File: config.mk
export PLATFORM = sky130hd
export DESIGN_NAME = fb_bank_arbiter
export DESIGN_NICKNAME = d
export VERILOG_FILES = /design/src/rtl/fb_bank_arbiter.sv
export SDC_FILE = /design/constraint.sdc
export NUM_CORES = 1
export LEC_CHECK = 0
export ABC_AREA = 1
export BUFFER_PORTS_ARGS = -buffer_cell sky130_fd_sc_hd__buf_2
export CAP_MARGIN = 10
export CELL_PAD_IN_SITES_DETAIL_PLACEMENT = 0
export CELL_PAD_IN_SITES_GLOBAL_PLACEMENT = 1
export CORE_MARGIN = 2
export CORE_UTILIZATION = 30
export CTS_CLUSTER_DIAMETER = 30
export DETAILED_ROUTE_END_ITERATION = 8
export GPL_TIMING_DRIVEN = 0
export PLACE_DENSITY_LB_ADDON = 0.1
export SLEW_MARGIN = 20
export SYNTH_ARGS = -nofsm -noshare
export SYNTH_HDL_FRONTEND = slang
export SYNTH_SLANG_ARGS = --single-unit
File: constraint.sdc
create_clock -name i_clk_pixel -period 1.65 [get_ports i_clk_pixel]
set_input_delay 0.0825 -clock i_clk_pixel [delete_from_list [all_inputs] [get_ports i_clk_pixel]]
set_output_delay 0.0825 -clock i_clk_pixel [all_outputs]
set_load 0.02 [all_outputs]
File: src/rtl/fb_bank_arbiter.sv
// Double-buffered framebuffer arbiter: display reads one BRAM bank while the
// sensor writer fills the other; banks swap on vsync after a completed frame.
module fb_bank_arbiter #(
    parameter int p_addr_width    = 10,
    parameter int p_data_width    = 16,
    parameter int p_frame_words   = 768,
    parameter int p_wr_starve_max = 8
) (
    input  logic                    i_clk_pixel,
    input  logic                    i_rst_n,
    input  logic                    i_vsync,
    input  logic                    i_rd_req,
    input  logic [p_addr_width-1:0] i_rd_addr,
    output logic                    o_rd_ack,
    output logic                    o_rd_valid,
    output logic [p_data_width-1:0] o_rd_data,
    input  logic                    i_wr_req,
    input  logic [p_addr_width-1:0] i_wr_addr,
    input  logic [p_data_width-1:0] i_wr_data,
    output logic                    o_wr_ack,
    input  logic                    i_wr_frame_done,
    output logic                    o_ram_en,
    output logic                    o_ram_we,
    output logic [p_addr_width:0]   o_ram_addr,
    output logic [p_data_width-1:0] o_ram_wdata,
    input  logic [p_data_width-1:0] i_ram_rdata,
    output logic                    o_disp_bank,
    output logic                    o_frame_drop
);

    localparam logic ST_FILL = 1'b0;
    localparam logic ST_PEND = 1'b1;

    localparam int CW = $clog2(p_wr_starve_max + 1);
    localparam logic [CW-1:0] STARVE_MAX = CW'(p_wr_starve_max);
    localparam logic [p_addr_width:0] FRAME_WORDS = (p_addr_width + 1)'(p_frame_words);

    logic                    state_q, state_d;
    logic                    disp_bank_q, disp_bank_d;
    logic                    vsync_q, vsync_d;
    logic [CW-1:0]           starve_cnt_q, starve_cnt_d;
    logic                    frame_drop_q, frame_drop_d;
    logic                    ram_en_q, ram_en_d;
    logic                    ram_we_q, ram_we_d;
    logic [p_addr_width:0]   ram_addr_q, ram_addr_d;
    logic [p_data_width-1:0] ram_wdata_q, ram_wdata_d;
    logic                    rd_v1_q, rd_v1_d;
    logic                    rd_v2_q, rd_v2_d;
    logic                    rd_oor1_q, rd_oor1_d;
    logic                    rd_oor2_q, rd_oor2_d;

    logic vsync_rise;
    logic wr_force;
    logic wr_grant;
    logic rd_grant;
    logic rd_in_range;
    logic wr_in_range;

    // Grants are gated by reset so the combinational acks also read 0 in reset.
    always_comb begin
        vsync_rise  = i_vsync & ~vsync_q;
        wr_force    = (starve_cnt_q == STARVE_MAX);
        wr_grant    = i_rst_n && i_wr_req && (state_q == ST_FILL) && (!i_rd_req || wr_force);
        rd_grant    = i_rst_n && i_rd_req && !wr_grant;
        rd_in_range = ({1'b0, i_rd_addr} < FRAME_WORDS);
        wr_in_range = ({1'b0, i_wr_addr} < FRAME_WORDS);
    end

    always_comb begin
        starve_cnt_d = starve_cnt_q;
        if (!i_wr_req || wr_grant) begin
            starve_cnt_d = '0;
        end else if (state_q == ST_FILL && starve_cnt_q != STARVE_MAX) begin
            starve_cnt_d = starve_cnt_q + 1'b1;
        end
    end

    always_comb begin
        ram_en_d    = 1'b0;
        ram_we_d    = 1'b0;
        ram_addr_d  = ram_addr_q;
        ram_wdata_d = ram_wdata_q;
        if (wr_grant) begin
            ram_addr_d  = {~disp_bank_q, i_wr_addr};
            ram_wdata_d = i_wr_data;
            ram_en_d    = wr_in_range;
            ram_we_d    = wr_in_range;
        end else if (rd_grant) begin
            ram_addr_d = {disp_bank_q, i_rd_addr};
            ram_en_d   = rd_in_range;
        end
    end

    // Out-of-range reads travel down the pipe too so they still return a zero word.
    always_comb begin
        rd_v1_d   = rd_grant;
        rd_oor1_d = rd_grant && !rd_in_range;
        rd_v2_d   = rd_v1_q;
        rd_oor2_d = rd_oor1_q;
    end

    always_comb begin
        state_d      = state_q;
        disp_bank_d  = disp_bank_q;
        frame_drop_d = 1'b0;
        vsync_d      = i_vsync;
        case (state_q)
            ST_FILL: begin
                if (i_wr_frame_done) begin
                    state_d = ST_PEND;
                end
            end
            ST_PEND: begin
                if (vsync_rise) begin
                    disp_bank_d = ~disp_bank_q;
                    state_d     = ST_FILL;
                end
                if (i_wr_frame_done) begin
                    frame_drop_d = 1'b1;
                end
            end
            default: state_d = ST_FILL;
        endcase
    end

    always_ff @(posedge i_clk_pixel or negedge i_rst_n) begin
        if (!i_rst_n) begin
            state_q      <= ST_FILL;
            disp_bank_q  <= 1'b0;
            vsync_q      <= 1'b0;
            starve_cnt_q <= '0;
            frame_drop_q <= 1'b0;
            ram_en_q     <= 1'b0;
            ram_we_q     <= 1'b0;
            ram_addr_q   <= '0;
            ram_wdata_q  <= '0;
            rd_v1_q      <= 1'b0;
            rd_v2_q      <= 1'b0;
            rd_oor1_q    <= 1'b0;
            rd_oor2_q    <= 1'b0;
        end else begin
            state_q      <= state_d;
            disp_bank_q  <= disp_bank_d;
            vsync_q      <= vsync_d;
            starve_cnt_q <= starve_cnt_d;
            frame_drop_q <= frame_drop_d;
            ram_en_q     <= ram_en_d;
            ram_we_q     <= ram_we_d;
            ram_addr_q   <= ram_addr_d;
            ram_wdata_q  <= ram_wdata_d;
            rd_v1_q      <= rd_v1_d;
            rd_v2_q      <= rd_v2_d;
            rd_oor1_q    <= rd_oor1_d;
            rd_oor2_q    <= rd_oor2_d;
        end
    end

    assign o_rd_ack     = rd_grant;
    assign o_wr_ack     = wr_grant;
    assign o_rd_valid   = rd_v2_q;
    assign o_rd_data    = (rd_v2_q && !rd_oor2_q) ? i_ram_rdata : '0;
    assign o_ram_en     = ram_en_q;
    assign o_ram_we     = ram_we_q;
    assign o_ram_addr   = ram_addr_q;
    assign o_ram_wdata  = ram_wdata_q;
    assign o_disp_bank  = disp_bank_q;
    assign o_frame_drop = frame_drop_q;

endmodule

==> impl_metrics.yaml <==
outcome:
  status: "complete, no violations"
final_layout:
  syn_to_final_growth_pct: 56.0
  nets: 439
  nFillCells: 652
  fin_cells: 457
  post-route-util: 0.480
  layout-drive-gt1-share: 0.363
  multi_input_comb_area_um2: 728
  fin_area_mm2: 0.00302
  n_antenna_cell: 0
  regArea_mm2: 0.00103
critical_path:
  start_kind: "flop"
  cp_slowest_stage_delay_ns: 0.40
  crit_arrival_ns: 1.46
  path_cells: "inv_2 -> ha_4 -> nand3_4 -> nand2_4 -> nand2_8 -> inv_12 -> nor2_2 -> buf_4"
  endpoint_kind: "output pin"
  criticalPathCategory: "reg2out"
  cp-startpoint: "starve_cnt_q[0]$_DFFE_PN0P_"
  slowest_stage: "dfrtp_1"
  crit_path_max_fanout: 8
  crit_required_ns: 1.57
  rr_startpoint: "starve_cnt_q[0]$_DFFE_PN0P_"
route:
  drtIter0Drc: 65
  detail-route-antenna-nets: 0
  avgViaCountPerCell: 4.27
  drt_pass1_iterations: 4
  drc_errors: 0
  vias: 1952
  wl_per_cell_um: 11.4
  wl_um: 5210
yosys:
  yosys.area.top_type: "dfrtp_1"
  synth_commonest_cells: "nand2_1, dfrtp_1, inv_1, nand3_1, nor2_1"
  async_flop_share: 1.00
  synth_area_leaders: "dfrtp_1, nand2_1, nand3_1, inv_1, nor2_1"
  synth_top_area_frac: 0.531
  ys_seq_elements: 41
  synthesis.nets: 296
  syn_avg_cell_area_um2: 8.19
  synth_area_mm2: 0.00193
  synth_edf_count: 0
  yosysMostFrequentCell: "nand2_1"
  seq_area_frac_synth: 0.531
  syn_inst: 236
  synth_flop_cell: "dfrtp_1"
  synth_cell_types: 24
  synth.yosys.warnings: 0
sta:
  hold_viol_final: 0
  drv_slew: 0
  finalHoldWorstSlack_ns: 0.0104
  worstMarginPinSlew_ns: 0.559
  fmaxAchievable_mhz: 647
  clock_skew_ns: 0.00688
  fin_ws_ns: 0.104
  fin_crit_ns: 1.55
  setup_violations: 0
  max_slew_margin: 0.628
  setup_tns_ns: 0
  min_period_over_period: 0.937
die:
  start_util: 0.308
  die_w_um: 84.3
  design.die.area_mm2: 0.00710
  io_pins: 108
  rows: 29
  die_h_um: 84.3
  core_area_mm2: 0.00628
place:
  dp_hpwl_um: 3630
  placed_cells: 420
  pre_cts_slack_ns: -0.380
  port_buffers: 107
  globalplace.congestion: 0.741
  placed_area_mm2: 0.00256
power:
  power_mw: 2.99
  power.density_mw_per_mm2: 992
  ir_drop_mv: 0.398
  p_leak_nw: 1.76
clocking:
  clockBufferDepth: 2
  cts_tree: "done"
  insertion_delay_ns: 0.29
  root_buffer: "clkbuf_8"
  cts_made_buffers: 5
  h-tree-depth: 2
  cts_sinks: 41
  clk_pin_slew_worst_paths_ns: 0.08
grt:
  grt_max_degree: 44
  gr-usage-all-layers: 0.150
  grt_pass1_vias: 1829
  antenna_found_initial: 0
  grt_pass1_wl_um: 8470
  overflow: 0
min_path:
  min_path_type: "in2reg"
  hp-start: "i_wr_addr[4]"
job:
  maxCapViolations: 0
critical path, delay by kind of cell (launching register included):
family / cells / cell delay [ns]
buffers and inverters: 3 / 0.32
adders and majority gates: 1 / 0.14
DFF: 1 / 0.40
and+or+nand+nor: 4 / 0.30
flip-flops by register name, indices dropped and copies added (netlist names):
signal        count
o_disp_bank       1
o_frame_drop      1
o_ram_addr       11
o_ram_en          1
o_ram_wdata      16
o_ram_we          1
o_rd_valid        1
rd_oor1_q         1
rd_oor2_q         1
rd_v1_q           1
starve_cnt_q      4
state_q           1
vsync_q           1
path summary, 6_finish.rpt:
kind	to	slack (ns)	depth (start not counted)
setup / recovery	o_rd_ack	0.10	8
hold / removal	o_ram_addr[4]$_DFFE_PN0P_	0.01	3
setup reg to reg	o_ram_addr[7]$_DFFE_PN0P_	0.16	10
hold reg to reg	o_rd_valid$_DFF_PN0_	0.35	0
max in group asynchronous	o_ram_wdata[9]$_DFFE_PN0P_	1.08	3
min in group asynchronous	starve_cnt_q[0]$_DFFE_PN0P_	0.36	3
kinds of logic after synthesis:
logic type	count (synthesis)	synth area share
AND/OR/NAND/NOR	143	0.326
buffers and inverters	43	0.104
flip-flops	41	0.531
AO/OA/AOI/OAI	4	0.0123
XOR/XNOR	3	0.0136
adder cells (fa/ha/maj)	2	0.0129
power breakdown:
part / total (mW) / internal (mW) / leakage [nW] / switching, mW
registers: 1.28 / 1.18 / 0.519 / 0.0945
clock network: 0.835 / 0.493 / 0.0585 / 0.341
logic: 0.880 / 0.353 / 1.18 / 0.527
cell type report:
type / instances / area share
multi-input combinational: 152 / 0.241
clock buffer: 7 / 0.0286
tap: 77 / 0.0320
buffer: 8 / 0.0195
inverter: 34 / 0.0465
sequential: 41 / 0.340
timing repair buffer: 137 / 0.282
clock inverter: 1 / 0.00996
cell usage in the layout, fill, tap and decap left out, types with 2 or more instances in the layout:
| cell | n |
|---|---|
| buf_2 | 106 |
| nand2_1 | 74 |
| dfrtp_1 | 41 |
| inv_1 | 31 |
| nand3_1 | 31 |
| nor2_1 | 29 |
| dlygate4sd3_1 | 24 |
| buf_4 | 7 |
| clkbuf_8 | 6 |
| buf_6 | 4 |
| xor2_1 | 3 |
| inv_2 | 2 |
| clkbuf_1 | 2 |
per-layer routing:
| metal | GRT usage | wire (um) | part of all wire |
|---|---|---|---|
| met1 | 0.196 | 2370 | 0.45 |
| met2 | 0.237 | 2330 | 0.45 |
| met3 | 0.0472 | 439 | 0.084 |
| met4 | 0.0484 | 68 | 0.013 |
| met5 | 0 | 0 | 0 |
repair_timing:
| item | in CTS | in global routing |
|---|---|---|
| setup endpoints to repair | 2 | 22 |
| endpoints found under the hold margin | 65 | 41 |
| gates cloned | 0 | 0 |
| buffers inserted | 5 | 0 |
| hold buffers | 23 | 2 |
| gates resized for setup | 6 | 7 |
| pin swaps | 2 | 1 |
(Power assumes the default switching activity.)
